### config.mk
export PLATFORM = sky130hd
export DESIGN_NAME = stepper_move_ctrl
export DESIGN_NICKNAME = d
export VERILOG_FILES = /design/src/rtl/stepper_pkg.sv /design/src/rtl/step_tick_gen.sv /design/src/rtl/stepper_move_ctrl.sv
export SDC_FILE = /design/constraint.sdc
export NUM_CORES = 1
export LEC_CHECK = 0
export BUFFER_PORTS_ARGS = -buffer_cell sky130_fd_sc_hd__buf_4
export CAP_MARGIN = 5
export CORE_MARGIN = 4
export CORE_UTILIZATION = 30
export CTS_BUF_LIST = sky130_fd_sc_hd__clkbuf_8
export CTS_CLUSTER_SIZE = 12
export DETAILED_ROUTE_END_ITERATION = 6
export MAX_ROUTING_LAYER = met4
export PLACE_DENSITY = 0.48
export RECOVER_POWER = 100
export SLEW_MARGIN = 20
export SYNTH_ARGS = -nofsm -noshare
export SYNTH_HDL_FRONTEND = slang
export SYNTH_HIERARCHICAL = 1
export SYNTH_SLANG_ARGS = --single-unit
### constraint.sdc
create_clock -name clk -period 3.9 [get_ports clk]
set_input_delay 0.39 -clock clk [delete_from_list [all_inputs] [get_ports clk]]
set_output_delay 0.39 -clock clk [all_outputs]
set_load 0.005 [all_outputs]
### src/rtl/stepper_pkg.sv
// Shared constants for the stepper move sequencer and the phase driver's direction decode.
package stepper_pkg;

    localparam logic [1:0] DIR_STOP = 2'd0;
    localparam logic [1:0] DIR_FWD  = 2'd1;
    localparam logic [1:0] DIR_REV  = 2'd2;

    localparam int unsigned STEP_DIV_DEFAULT = 50000;

    typedef enum logic [1:0] {
        ST_IDLE = 2'd0,
        ST_RUN  = 2'd1,
        ST_DONE = 2'd2
    } move_state_t;

    // Codes 0 and 3 both mean stop; only forward and reverse consume steps.
    function automatic logic dir_is_move(input logic [1:0] dir);
        return (dir == DIR_FWD) || (dir == DIR_REV);
    endfunction

endpackage

### src/rtl/step_tick_gen.sv
// Step-period prescaler: counts 0..STEP_DIV-1 and flags the wrap cycle with a one-cycle tick.
module step_tick_gen
    import stepper_pkg::*;
#(
    parameter int unsigned STEP_DIV = STEP_DIV_DEFAULT
) (
    input  logic clk,
    input  logic reset,
    input  logic clr,
    output logic tick_c
);

    localparam int unsigned CNT_W = (STEP_DIV > 1) ? $clog2(STEP_DIV) : 1;
    localparam logic [CNT_W-1:0] CNT_LAST = CNT_W'(STEP_DIV - 1);

    logic [CNT_W-1:0] cnt;

    always_ff @(posedge clk or negedge reset) begin
        if (!reset) begin
            cnt <= '0;
        end else if (clr || (cnt == CNT_LAST)) begin
            cnt <= '0;
        end else begin
            cnt <= cnt + CNT_W'(1);
        end
    end

    assign tick_c = !clr && (cnt == CNT_LAST);

endmodule

### src/rtl/stepper_move_ctrl.sv
// Move sequencer: accepts one two-motor step command, drives direction codes for the
// commanded number of step periods, then pulses done.
module stepper_move_ctrl
    import stepper_pkg::*;
#(
    parameter int unsigned STEP_DIV = STEP_DIV_DEFAULT,
    parameter int unsigned STEP_W   = 16
) (
    input  logic              clk,
    input  logic              reset,
    input  logic              cmd_valid,
    output logic              cmd_ready,
    input  logic [1:0]        cmd_dir0,
    input  logic [STEP_W-1:0] cmd_steps0,
    input  logic [1:0]        cmd_dir1,
    input  logic [STEP_W-1:0] cmd_steps1,
    input  logic              abort,
    output logic [1:0]        direccion,
    output logic [1:0]        direccion2,
    output logic              busy,
    output logic              done,
    output logic              aborted,
    output logic [STEP_W-1:0] steps_left0,
    output logic [STEP_W-1:0] steps_left1
);

    move_state_t       state, state_next;
    logic [STEP_W-1:0] rem0, rem0_next;
    logic [STEP_W-1:0] rem1, rem1_next;
    logic [1:0]        dlat0, dlat0_next;
    logic [1:0]        dlat1, dlat1_next;
    logic [1:0]        dir0_next, dir1_next;
    logic              busy_next, done_next, aborted_next;
    logic              tick_c;

    // Prescaler is held cleared outside RUN so every move starts on a fresh step period.
    step_tick_gen #(
        .STEP_DIV (STEP_DIV)
    ) u_tick (
        .clk    (clk),
        .reset  (reset),
        .clr    (state != ST_RUN),
        .tick_c (tick_c)
    );

    always_ff @(posedge clk or negedge reset) begin
        if (!reset) begin
            state      <= ST_IDLE;
            rem0       <= '0;
            rem1       <= '0;
            dlat0      <= DIR_STOP;
            dlat1      <= DIR_STOP;
            direccion  <= DIR_STOP;
            direccion2 <= DIR_STOP;
            busy       <= 1'b0;
            done       <= 1'b0;
            aborted    <= 1'b0;
        end else begin
            state      <= state_next;
            rem0       <= rem0_next;
            rem1       <= rem1_next;
            dlat0      <= dlat0_next;
            dlat1      <= dlat1_next;
            direccion  <= dir0_next;
            direccion2 <= dir1_next;
            busy       <= busy_next;
            done       <= done_next;
            aborted    <= aborted_next;
        end
    end

    // Next-state and next-output decode; outputs are registered from these values.
    always_comb begin
        state_next   = state;
        rem0_next    = rem0;
        rem1_next    = rem1;
        dlat0_next   = dlat0;
        dlat1_next   = dlat1;
        aborted_next = aborted;

        unique case (state)
            ST_IDLE: begin
                if (cmd_valid) begin
                    state_next   = ST_RUN;
                    rem0_next    = dir_is_move(cmd_dir0) ? cmd_steps0 : '0;
                    rem1_next    = dir_is_move(cmd_dir1) ? cmd_steps1 : '0;
                    dlat0_next   = cmd_dir0;
                    dlat1_next   = cmd_dir1;
                    aborted_next = 1'b0;
                end
            end
            ST_RUN: begin
                // Abort wins over a coincident final tick.
                if (abort) begin
                    rem0_next    = '0;
                    rem1_next    = '0;
                    aborted_next = 1'b1;
                    state_next   = ST_DONE;
                end else begin
                    if (tick_c && (rem0 != '0)) begin
                        rem0_next = rem0 - STEP_W'(1);
                    end
                    if (tick_c && (rem1 != '0)) begin
                        rem1_next = rem1 - STEP_W'(1);
                    end
                    if ((rem0_next == '0) && (rem1_next == '0)) begin
                        state_next = ST_DONE;
                    end
                end
            end
            ST_DONE: begin
                state_next = ST_IDLE;
            end
            default: begin
                state_next = ST_IDLE;
            end
        endcase

        dir0_next = ((state_next == ST_RUN) && (rem0_next != '0)) ? dlat0_next : DIR_STOP;
        dir1_next = ((state_next == ST_RUN) && (rem1_next != '0)) ? dlat1_next : DIR_STOP;
        busy_next = (state_next == ST_RUN);
        done_next = (state_next == ST_DONE);
    end

    assign cmd_ready   = (state == ST_IDLE);
    assign steps_left0 = rem0;
    assign steps_left1 = rem1;

endmodule
Word-level counts from Yosys, hierarchy flattened
Cells that the tools add are included.

storage, ports and cells
  word-level logic and storage cells = 72
  flip-flop bits (word level) = 61
  input bits = 40
  output and inout port bits = 40

operators by class
  add/subtract/negate cells = 3
  reduce and logical (&&, ||, !) cells = 19
  equality and inequality tests = 11
  muxes and demuxes = 28

operators by type and width
  cell                                                                   number
  16-bit 2-to-1 mux                                                      13
  16-bit case mux with 2 select lines                                    2
  16-bit nonzero test                                                    4
  16-bit logical NOT                                                     2
  16-bit by 1-bit subtractor with 16-bit output (second input constant)  2
  2-bit 2-to-1 mux                                                       9
  16-bit by 1-bit adder with 16-bit output (second input constant)       1
  16-bit == test (second input constant)                                 1
  2-bit by 1-bit == test with 1-bit output (second input constant)       4
  2-bit == test (second input constant)                                  3
  1-bit logical AND                                                      6
  2-bit != test (second input constant)                                  2
  2-bit case mux with 2 select lines                                     1
  1-bit logical OR                                                       3
  3-bit AND reduction                                                    1
  2-bit logical NOT                                                      1
  1-bit 2-to-1 mux                                                       2
  2-bit by 1-bit != test with 1-bit output (second input constant)       1
  1-bit case mux with 2 select lines                                     1
  2-bit nonzero test                                                     1
  1-bit logical NOT                                                      1

Depth between registers and ports, before layout
Gate-level depths: netlist of run 1.

  depth in word-level cells = 15
  depth in mapped cells = 14
  gate-level depth less buffers = 13

By module
Netlist of run 1, hierarchy kept.

modules (own cells, without submodules)
  module             area an instance (µm²)  cells an instance  sequential area each (µm²)  times used
  stepper_move_ctrl  3,265.6                 383                1,126.1                     1
  step_tick_gen      842.1                   82                 400.4                       1

Least setup slack after synthesis of run 1
No wires, ideal clock.

  path type = register -> register
  from = reg state[1]
  to = reg direccion2[1]
  setup slack = 0.493 ns
  library setup time = 0.126 ns
  path buffers = 1
  required time = 3.774 ns
  cell stages (with the launch flop) = 14
  period minus slack after synthesis = 3.407 ns
  data arrival time = 3.280 ns
  cell sequence = dfrtp_1 o21bai_1 clkbuf_1 a21oi_1 inv_1 nor2_1 and2_1 nand3_1 a2111oi_0 xnor2_1 o21ai_0 or4_4 o21ai_4 nor3b_1

on the way
  longest elaborated chain between the ends = 15
  elaborated cells between the ends (all ways) = 27
  those cells by class = 3 x eq/ne; 14 x mux; 10 x reduce/logical

RTL lines
  item                                          line                                                text
  start, declared                               stepper_move_ctrl.sv:27                             move_state_t state, state_next;
  start signal, assigned                        stepper_move_ctrl.sv:59                             state <= state_next;
  2-bit by 1-bit != test with 1-bit output (*)  stepper_move_ctrl.sv:42                             .clr (state != ST_RUN),
  1-bit logical NOT (*)                         step_tick_gen.sv:28                                 assign tick_c = !clr && (cnt == CNT_LAST);
  1-bit logical AND (*)                         step_tick_gen.sv:28
  named net tick_c                              stepper_move_ctrl.sv:34                             logic tick_c;
  1-bit logical AND, on equally long branches   stepper_move_ctrl.sv:100, stepper_move_ctrl.sv:103
  16-bit 2-to-1 mux, on equally long branches   stepper_move_ctrl.sv:100, stepper_move_ctrl.sv:103
  16-bit 2-to-1 mux                             stepper_move_ctrl.sv:94                             if (abort) begin
  16-bit 2-to-1 mux                             stepper_move_ctrl.sv:81                             unique case (state)
  16-bit logical NOT                            stepper_move_ctrl.sv:106                            if ((rem0_next == '0) && (rem1_next == '0)) begin
  1-bit logical AND                             stepper_move_ctrl.sv:106
  2-bit 2-to-1 mux                              stepper_move_ctrl.sv:106
  2-bit 2-to-1 mux                              stepper_move_ctrl.sv:94
  2-bit case mux with 2 select lines            stepper_move_ctrl.sv:81
  2-bit by 1-bit == test with 1-bit output      stepper_move_ctrl.sv:120                            dir1_next = ((state_next == ST_RUN) && (rem1_next != '0)) ? dlat1_next : DIR_STOP;
  1-bit logical AND (*)                         stepper_move_ctrl.sv:120
  2-bit 2-to-1 mux (*)                          stepper_move_ctrl.sv:120
  named net dir1_next[1]                        stepper_move_ctrl.sv:32                             logic [1:0] dir0_next, dir1_next;
  end signal, assigned                          stepper_move_ctrl.sv:65                             direccion2 <= dir1_next;
  end, declared                                 stepper_move_ctrl.sv:19                             output logic [1:0] direccion2,

Mark *: on every way through the listed nets, which the timed path passes. The rest lies on a longest branch. The select of a mux whose other input is x is not followed.
A chain may end at the register's enable or synchronous reset.

Final worst setup path of run 1
  from = reg u_tick.cnt[0]
  to = reg direccion[1]

on the way
  longest elaborated chain between the ends = 14
  elaborated cells between the ends (all ways) = 22
  those cells by class = 2 x eq/ne; 12 x mux; 8 x reduce/logical

RTL lines
  item                                         line                                                text
  start, declared                              step_tick_gen.sv:16                                 logic [CNT_W-1:0] cnt;
  start signal, assigned                       step_tick_gen.sv:24                                 cnt <= cnt + CNT_W'(1);
  16-bit == test (*)                           step_tick_gen.sv:28
  1-bit logical AND (*)                        step_tick_gen.sv:28
  named net tick_c                             stepper_move_ctrl.sv:34
  1-bit logical AND, on equally long branches  stepper_move_ctrl.sv:100, stepper_move_ctrl.sv:103
  16-bit 2-to-1 mux, on equally long branches  stepper_move_ctrl.sv:100, stepper_move_ctrl.sv:103
  16-bit 2-to-1 mux                            stepper_move_ctrl.sv:94
  16-bit 2-to-1 mux                            stepper_move_ctrl.sv:81
  16-bit logical NOT                           stepper_move_ctrl.sv:106
  1-bit logical AND                            stepper_move_ctrl.sv:106
  2-bit 2-to-1 mux                             stepper_move_ctrl.sv:106
  2-bit 2-to-1 mux                             stepper_move_ctrl.sv:94
  2-bit case mux with 2 select lines           stepper_move_ctrl.sv:81
  2-bit by 1-bit == test with 1-bit output     stepper_move_ctrl.sv:119                            dir0_next = ((state_next == ST_RUN) && (rem0_next != '0)) ? dlat0_next : DIR_STOP;
  1-bit logical AND (*)                        stepper_move_ctrl.sv:119
  2-bit 2-to-1 mux (*)                         stepper_move_ctrl.sv:119
  named net dir0_next[1]                       stepper_move_ctrl.sv:32
  end signal, assigned                         stepper_move_ctrl.sv:64                             direccion <= dir0_next;
  end, declared                                stepper_move_ctrl.sv:18                             output logic [1:0] direccion,

Marks and branches as above.

==> flow_metrics.py, run 1 <==
metrics = {
    "synthesis": {
        "ys_seq_elements": 61,
        "ys_seq_area_share_pct": 37.2,
        "syn_inst": 465,
        "yosysWarningCount": 6,
        "async_reset_ff_share_pct": 100,
        "syn_area_mm2": 0.00411,
        "syn-num-nets": 510,
        "ys.flop_type": "dfrtp_1",
        "postSynthAreaPerCell_um2": 8.83,
        "synth_edf_count": 0,
        "yosysUniqueCellTypes": 66,
    },
    "setup_path": {
        "cp.arrival_ps": 3840,
        "start_kind": "flop",
        "cp-startpoint": "u_tick/cnt[0]$_DFF_PN0_",
        "crit_fanout": 6,
        "r2r-start": "u_tick/cnt[0]$_DFF_PN0_",
        "cp.required_ps": 4140,
        "critical_path.endpoint_type": "flop",
        "critical_path_class": "flop to flop",
    },
    "detailed_routing": {
        "met3WireLength_um": 954,
        "ant_nets": 0,
        "post_drt_wl_per_cell_um": 19.2,
        "highest_layer": "met4",
        "first_pass_iters": 5,
        "wl_met2_mm": 6.51,
        "first_iter_violations": 461,
        "vias": 4195,
        "wirelength_mm": 14.2,
        "wl_met1_mm": 6.49,
        "drc": 0,
        "via_per_inst": 5.70,
    },
    "placement": {
        "io_buffers": 79,
        "dp_slack_ps": 129,
        "place_congestion": 0.914,
        "postPlaceCellArea_mm2": 0.00502,
        "dp_hpwl_mm": 10.6,
    },
    "floorplanning": {
        "fp.coreArea_mm2": 0.0133,
        "die_area_mm2": 0.0156,
        "io_pins": 80,
        "start_util_pct": 30.8,
        "rows": 42,
        "fp.dieH_um": 125,
        "die_w_um": 125,
    },
    "global_routing": {
        "track_usage_pct": 19.1,
        "grt_overflow": 0,
        "antenna_found_initial": 0,
        "grt_max_degree": 62,
        "grt_pass1_wl_mm": 23.4,
        "grt_pass1_vias": 4247,
    },
    "hold_path": {
        "hp-start": "cmd_steps0[7]",
        "hold_path_class": "primary input to flop",
    },
    "cells_and_area": {
        "nFillCells": 1408,
        "nNetsFinal": 600,
        "seqCellArea_mm2": 0.00153,
        "design_area_mm2": 0.00515,
        "mostFrequentLayoutCells": "buf_4, dfrtp_1, nor2_1, nand2_1, clkbuf_4",
        "utilization_pct": 38.6,
        "drive_above_1_share_pct": 24.1,
        "final_common_cell": "buf_4",
        "multi_input_area_mm2": 0.00241,
        "n_antenna_cell": 0,
        "syn_to_final_growth_pct": 25.5,
    },
    "sta": {
        "period_share_pct": 92.3,
        "whs_ps": 230,
        "setup_viol": 0,
        "drv_slew": 62,
        "tns_ps": 0,
        "grt_setup_unrepaired": "false",
        "period_needed_ps": 3600,
        "timing.final.ws_setup_ps": 299,
        "fin_worst_skew_ps": 7.99,
        "fmax_mhz": 278,
        "slew_headroom_pct": -6.66,
        "tightestPinTransition_ps": 1600,
        "hold_viol_final": 0,
    },
    "power_and_ir_drop": {
        "p_per_area_mw_per_mm2": 692,
        "peakVddDrop_v": 0.000274,
        "power.leakage_nw": 2.17,
    },
    "clock_tree": {
        "cts_buffers": 9,
        "clockRootBuffer": "clkbuf_8",
        "cts_setup_buffers": 0,
        "cts_buffer_depth": 2,
        "cts_tree": "done",
        "cts_sinks": 61,
        "cts_max_level": 3,
        "clk_latency_ps": 360,
        "cts_hold_buf": 0,
        "clk_pin_slew_ps": 70,
    },
    "outcome": {
        "status": "finished with violations",
        "violations": "capacitance limit, slew limit",
    },
    "flow_run": {
        "maxCapViolCount": 1,
    },
}
[final timing paths]
kind	endpoint	slack, ps	cells past startpoint
min in group asynchronous	steps_left0[14]$_DFF_PN0_	440	1
max reg2reg	direccion[1]$_DFF_PN0_	300	14
min reg2reg	dlat1[1]$_DFF_PN0_	490	1
min	steps_left0[7]$_DFF_PN0_	230	2
max	direccion[1]$_DFF_PN0_	300	14
max in group asynchronous	steps_left1[6]$_DFF_PN0_	2510	1
[report_power, final]
| group | internal [W] | leakage, nW | switching, W | total, W |
|---|---|---|---|---|
| clock | 0.000259 | 0.0963 | 0.000265 | 0.000524 |
| combinational | 0.000815 | 1.26 | 0.00114 | 0.00196 |
| sequential | 0.000812 | 0.814 | 0.000274 | 0.00109 |
| total | 0.00189 | 2.17 | 0.00168 | 0.00357 |
[per-stage QoR]
| step | std cells | power (W) |
|---|---|---|
| after floorplan | 465 | 0.00219 |
| after global placement | 720 | 0.00308 |
| after detailed placement | 720 | 0.00307 |
| after CTS | 736 | 0.00362 |
| after global routing | 736 | 0.00386 |
| final | 736 | 0.00357 |
[kinds of logic after synthesis]
| logic type | share of synthesized area (%) |
|---|---|
| AND/OR/NAND/NOR | 29.3 |
| AO/OA/AOI/OAI | 22.0 |
| flip-flops | 37.2 |
| buffers and inverters | 4.17 |
| XOR/XNOR | 4.69 |
| adder cells (fa/ha/maj) | 1.52 |
| multiplexers | 1.10 |
[area by class of cell]
class,instances,share of cell area (%)
flip-flops and latches,61,29.6
clock buffers,11,2.94
repair buffers,108,14.9
well taps,176,4.27
multi-input cells,361,46.8
inverters,14,1.02
clock inverters,5,0.510
[sequential cells by signal, indices dropped and copies added (netlist names)]
register / count
steps_left0: 16
direccion2: 2
state: 2
direccion: 2
dlat1: 2
aborted: 1
steps_left1: 16
dlat0: 2
busy: 1
done: 1
u_tick/cnt: 16
[synth_stat cells, types with 3 or more instances]
master	count	area share, %
dfrtp_1	61	37
xnor2_1	19	4.1
or4_1	5	0.91
o21a_1	4	0.73
o211ai_1	9	1.6
nor4b_1	4	0.85
a221o_1	7	1.7
mux2_2	4	1.1
nor4_1	16	2.4
ha_1	5	1.5
nor3b_1	6	1.1
nand4_1	12	1.8
a211oi_1	6	1.1
a22oi_1	3	0.55
nand4b_1	4	0.85
a21oi_1	10	1.2
nor4_2	4	1.2
a31oi_1	8	1.2
nor2_1	51	4.7
or3b_2	3	0.64
o311ai_0	14	3.0
inv_1	14	1.3
a2111oi_0	5	1.1
or2_2	3	0.46
a21o_1	10	1.8
clkbuf_1	26	2.4
nor3_1	16	1.9
or3_1	5	0.76
o21ai_0	18	2.2
xor2_1	3	0.64
and3_1	3	0.46
o41ai_1	3	0.64
a41oi_1	3	0.64
nand2_1	37	3.4
nand3_1	21	2.6
a22o_1	3	0.64
[worst max-delay path, cell delays in order, from the launching register on]
cell and delay [ps]:
dfrtp_1 400, ha_1 240, nand3_2 180, nor4_4 260, nand3_1 150, nor2_4 190
clkbuf_1 170, nand4bb_1 160, a21oi_1 180, a21oi_1 60, a2111oi_0 430, nand4_1 140
or4_4 580, o21ai_4 240, nor3b_1 90
[timing repair]
| item | 4_1_cts | 5_1_grt |
|---|---|---|
| resized for setup | 0 | 4 |
| endpoints found under the hold margin | 0 | 0 |
| endpoints found under the setup margin | 0 | 8 |
[per-layer routing]
layer | global-route usage, % | up-vias
met5 | - | -
met4 | 4.72 | 0
met3 | 4.69 | 21
met2 | 28.4 | 167
met1 | 26.1 | 2035
li1 | - | 1972
(Power assumes the default switching activity.)
==> run 2: changes to the inputs <==
- CORE_MARGIN: 4 -> 8
==> run 2 against run 1 <==
The run still ends with capacitance limit, slew limit left. Sequential share of layout area hardly changed. Register-to-register slack worse by 20 ps. Clock power is 4.8% lower. Die area is 13% higher. Final area is 0.15% lower. Global-route usage is 1.7 points lower. Sequential power hardly changed. Clock-buffer cell count is 1 lower.
==> flow_metrics.py, run 2 (synthesized netlist as in run 1, its figures left out) <==
metrics = {
    "global_routing": {
        "antenna_found_initial": 0,
        "track_usage_pct": 17.4,
        "grt_pass1_wl_mm": 23.8,
        "grt_overflow": 0,
        "grt_pass1_vias": 4246,
        "grt_max_degree": 62,
    },
    "setup_path": {
        "path_cells": "ha_1, nand3_2, nor4_4, nand3_1, nor2_2, and2_0, nand3_1, a2111oi_1, xnor2_1, o21ai_0, or4_4, o21ai_4, nor3b_1",
        "crit_fanout": 6,
        "start_kind": "flop",
        "cp_slowest_cell": "or4_4",
        "cp_slowest_stage_delay_ps": 560,
        "critical_path.endpoint_type": "flop",
        "cp.required_ps": 4130,
        "crit_buf_inv": 0,
        "critical_path_class": "flop to flop",
        "cp.arrival_ps": 3860,
        "r2r_setup_slack_ps": 280,
        "cp_num_cells": 13,
        "r2r_cells": 13,
        "critPathTopFamily": "simple AND/OR/NAND/NOR gates",
        "crit_top_cell": "nand3_1",
    },
    "power_and_ir_drop": {
        "p_sw_w": 0.00169,
        "switching_share_pct": 47.5,
        "total_power_w": 0.00356,
        "p_per_area_mw_per_mm2": 691,
        "share_comb_of_total_power_pct": 55.6,
        "peakVddDrop_v": 0.000218,
        "power.leakage_nw": 2.17,
        "power_frac_clock_pct": 14.0,
        "power.internal_w": 0.00187,
        "pwr-share-seq_pct": 30.4,
    },
    "detailed_routing": {
        "via_per_inst": 5.76,
        "wirelength_mm": 14.7,
        "drc": 0,
        "ant_nets": 0,
        "vias": 4245,
        "first_iter_violations": 369,
        "post_drt_wl_per_cell_um": 20.0,
        "first_pass_iters": 5,
    },
    "cells_and_area": {
        "n_antenna_cell": 0,
        "nFillCells": 1381,
        "mostFrequentLayoutCells": "buf_4, dfrtp_1, nor2_1, nand2_1, clkbuf_4",
        "final_common_cell": "buf_4",
        "syn_to_final_growth_pct": 25.3,
        "design_area_mm2": 0.00515,
        "drive_above_1_share_pct": 23.9,
        "seqCellArea_mm2": 0.00153,
        "multi_input_area_mm2": 0.00242,
        "nNetsFinal": 602,
    },
    "sta": {
        "fmax_mhz": 276,
        "period_share_pct": 92.9,
        "grt_setup_unrepaired": "false",
        "fin_worst_skew_ps": 9.56,
        "slew_headroom_pct": -7.53,
        "tightestPinTransition_ps": 1610,
        "hold_viol_final": 0,
        "tns_ps": 0,
        "drv_slew": 62,
        "setup_viol": 0,
        "period_needed_ps": 3620,
    },
    "floorplanning": {
        "die_w_um": 133,
        "die_area_mm2": 0.0177,
        "fp.coreArea_mm2": 0.0133,
        "fp.dieH_um": 133,
        "rows": 42,
        "io_pins": 80,
        "start_util_pct": 30.9,
    },
    "hold_path": {
        "hold_path_class": "primary input to flop",
        "hold_depth": 2,
    },
    "placement": {
        "postPlaceCellArea_mm2": 0.00503,
        "place_congestion": 0.912,
        "io_buffers": 79,
        "dp_hpwl_mm": 11.0,
    },
    "clock_tree": {
        "cts_sinks": 61,
        "clk_pin_slew_ps": 70,
        "clockRootBuffer": "clkbuf_8",
        "cts_buffer_depth": 2,
        "cts_setup_buffers": 0,
        "cts_max_level": 3,
        "cts_buffers": 9,
        "clk_latency_ps": 360,
        "cts_tree": "done",
    },
    "outcome": {
        "violations": "capacitance limit, slew limit",
        "status": "finished with violations",
    },
    "flow_run": {
        "maxCapViolCount": 1,
    },
}
==> run 2: cell count changes in the layout (fill, tap and decap cells not counted), sizes merged <==
cell,previous run,this run
inv,15,17
clkinv,3,2
clkbuf,56,54
clkinvlp,1,0
buf,63,66
==> run 2: repair_timing <==
item                       CTS  global route
hold buffers                 0             0
resized for setup            0             6
setup endpoints to repair    0             8
==> run 2: area by class of cell <==
class                      count  area share [%]
clock buffer                  10            2.67
inverter                      14            1.02
multi-input combinational    361            47.0
timing repair buffer         110            15.0
sequential                    61            29.7
clock inverter                 5           0.413
tap                          176            4.28
==> run 2: path summary, 6_finish.rpt <==
check / from / to
max reg2reg: u_tick/cnt[0]$_DFF_PN0_ / direccion[1]$_DFF_PN0_
min reg2reg: dlat1[0]$_DFF_PN0_ / dlat1[0]$_DFF_PN0_
max: u_tick/cnt[0]$_DFF_PN0_ / direccion[1]$_DFF_PN0_
min in group asynchronous: reset / steps_left0[4]$_DFF_PN0_
max in group asynchronous: reset / direccion2[0]$_DFF_PN0_
min: cmd_steps1[1] / steps_left1[1]$_DFF_PN0_
==> run 2: routing by layer <==
layer  vias to the layer above  GRT usage [%]  routed length, um
li1                       1977              -                  -
met1                      2082           22.6               6880
met2                       165           26.6               6750
met3                        21           3.10                801
met4                         0           6.25                290
met5                         -              -                  0
==> run 2: power groups by stage <==
stage / sequential, W / clock (W) / combinational (W)
2_1_floorplan: 0.000988 / 0 / 0.00121
3_3_place_gp: 0.00109 / 0 / 0.00201
3_5_place_dp: 0.00109 / 0 / 0.00200
4_1_cts: 0.00108 / 0.000515 / 0.00202
5_1_grt: 0.00112 / 0.000541 / 0.00217
6_report: 0.00108 / 0.000499 / 0.00198
==> run 2: per-stage QoR <==
step | worst slack, ps | utilization [%] | instances | hold WS, ps
6_report | 277 | 38.7 | 737 | 240
5_1_grt | 13.8 | 38.7 | 737 | 224
4_1_cts | 80.1 | 39.1 | 737 | 151
3_5_place_dp | 119 | 37.9 | 722 | 482
3_3_place_gp | 278 | 37.9 | 722 | 479
2_1_floorplan | 493 | - | 465 | 94.4
==> run 3: changes to the inputs <==
- CORE_ASPECT_RATIO: unset -> 1.5
==> run 3 against run 2 <==
The flow still finishes with violations (capacitance limit, slew limit). Critical path depth stayed put. Setup slack lost 57 ps. Via count grew 0.33%. Routed wire length up 6.0%. Sequential share of layout area decreased by 0.45 points. Clock-buffer cell count fell by 1. Maximum frequency is 1.5% lower. Final area up 1.6%. Core utilization increased by 0.098 points.
==> flow_metrics.py, run 3 (synthesized netlist as in run 1, its figures left out) <==
metrics = {
    "sta": {
        "period_share_pct": 94.4,
        "fin_worst_skew_ps": 10.1,
        "period_needed_ps": 3680,
        "hold_viol_final": 0,
        "slew_headroom_pct": -6.94,
        "tns_ps": 0,
        "grt_setup_unrepaired": "false",
        "tightestPinTransition_ps": 1600,
        "fmax_mhz": 272,
        "drv_slew": 62,
        "setup_viol": 0,
    },
    "clock_tree": {
        "cts_hold_buf": 0,
        "cts_buffer_depth": 2,
        "clk_latency_ps": 350,
        "clockRootBuffer": "clkbuf_8",
        "cts_buffers": 9,
        "clk_pin_slew_ps": 80,
        "cts_tree": "done",
        "cts_sinks": 61,
        "cts_max_level": 3,
    },
    "global_routing": {
        "met2_usage_pct": 32.7,
        "busiest_layer": "met2",
        "grt_overflow": 0,
        "grt_pass1_wl_mm": 24.5,
        "grt_use_met3_pct": 2.58,
        "antenna_found_initial": 0,
        "grt_max_degree": 62,
        "grt_pass1_vias": 4364,
        "grt_use_met1_pct": 19.1,
        "track_usage_pct": 18.1,
    },
    "power_and_ir_drop": {
        "peakVddDrop_v": 0.000216,
        "p_per_area_mw_per_mm2": 722,
        "power.leakage_nw": 2.22,
        "total_power_w": 0.00377,
    },
    "placement": {
        "dp_hpwl_mm": 12.0,
        "dp.cells": 715,
        "place_congestion": 0.908,
        "io_buffers": 79,
    },
    "floorplanning": {
        "fp.dieH_um": 159,
        "fp.coreArea_mm2": 0.0135,
        "rows": 52,
        "die_w_um": 112,
        "io_pins": 80,
        "start_util_pct": 30.5,
        "die_area_mm2": 0.0178,
    },
    "cells_and_area": {
        "mostFrequentLayoutCells": "buf_4, dfrtp_1, nor2_1, nand2_1, clkbuf_4",
        "n_antenna_cell": 0,
        "utilization_pct": 38.8,
        "syn_to_final_growth_pct": 27.2,
        "final_common_cell": "buf_4",
        "nNetsFinal": 610,
        "fin_cells": 732,
        "drive_above_1_share_pct": 24.4,
    },
    "setup_path": {
        "crit_fanout": 6,
        "r2r_cells": 13,
        "start_kind": "flop",
        "cp.arrival_ps": 3920,
        "critical_path_class": "flop to flop",
        "timing.rr.end": "direccion[1]$_DFF_PN0_",
        "cp.required_ps": 4140,
        "critical_path.endpoint_type": "flop",
        "r2r-start": "u_tick/cnt[0]$_DFF_PN0_",
        "cp-startpoint": "u_tick/cnt[0]$_DFF_PN0_",
        "r2r_setup_slack_ps": 220,
    },
    "hold_path": {
        "hold_path_class": "primary input to flop",
        "hold_depth": 2,
        "hp-start": "cmd_steps1[13]",
        "hold_path_end": "steps_left1[13]$_DFF_PN0_",
    },
    "detailed_routing": {
        "first_pass_iters": 5,
        "vias": 4259,
        "first_iter_violations": 206,
        "wirelength_mm": 15.6,
        "post_drt_wl_per_cell_um": 21.3,
        "ant_nets": 0,
        "drc": 0,
        "via_per_inst": 5.82,
    },
    "flow_run": {
        "maxCapViolCount": 1,
    },
    "outcome": {
        "violations": "capacitance limit, slew limit",
        "status": "finished with violations",
    },
}
[run 3: cell count changes in the layout (fill, tap and decap cells not counted), sizes merged]
cell / change
clkbuf: +5
inv: -2
clkinv: +2
bufinv: +2
buf: +2
[run 3: report_power, final]
part,switching (W),internal (W),total [W]
Combinational,0.00119,0.000854,0.00204
Sequential,0.000278,0.000812,0.00109
Clock,0.000282,0.000358,0.000640
[run 3: metrics by stage]
| step | hold WS [ps] | setup slack [ps] | instance area (um2) |
|---|---|---|---|
| 2_1_floorplan | 94.4 | 493 | 4110 |
| 3_3_place_gp | 476 | 66.0 | 5070 |
| 3_5_place_dp | 480 | 74.8 | 5070 |
| 4_1_cts | 150 | 32.2 | 5290 |
| 5_1_grt | 233 | 2.32 | 5230 |
| 6_report | 250 | 220 | 5230 |
[run 3: critical path, cell delays in order, from the launching register on]
cell and delay (ps):
dfrtp_1 410, ha_1 240, nand3_2 180, nor4_4 270, nand3_1 160, nor2_4 200
and2_0 270, nand3_1 130, a2111oi_0 480, xnor2_1 190, o21ai_0 120, or4_4 570
o21ai_4 250, nor3b_1 90
[run 3: worst max-delay path by stage]
stage | to | slack, ps | cells past startpoint
2_1_floorplan | direccion2[1]$_DFF_PN0_ | 490 | 13
3_3_place_gp | direccion2[1]$_DFF_PN0_ | 70 | 12
3_5_place_dp | direccion[1]$_DFF_PN0_ | 70 | 14
4_1_cts | direccion[1]$_DFF_PN0_ | 30 | 14
5_1_grt | direccion[1]$_DFF_PN0_ | 2 | 13
6_report | direccion[1]$_DFF_PN0_ | 220 | 13
[run 3: routing by layer]
| layer | wire length [um] | share of wire (%) | up-vias |
|---|---|---|---|
| met2 | 8420 | 54 | 126 |
| met5 | 0 | 0 | - |
| li1 | - | - | 1994 |
| met1 | 6120 | 39 | 2111 |
| met3 | 568 | 3.6 | 28 |
| met4 | 506 | 3.2 | 0 |
[run 3: final cells by class]
class                   instances  area (um2)
fillers                      1418        8240
multi-input cells             361        2410
flip-flops and latches         61        1530
repair buffers                118         820
well taps                     162         203
clock buffers                   9         124
clock inverters                 7        91.3
inverters                      14        52.6
[run 3: timing repair]
item,CTS,global route
buffers inserted,0,1
setup endpoints to repair,0,8
resized for setup,0,4
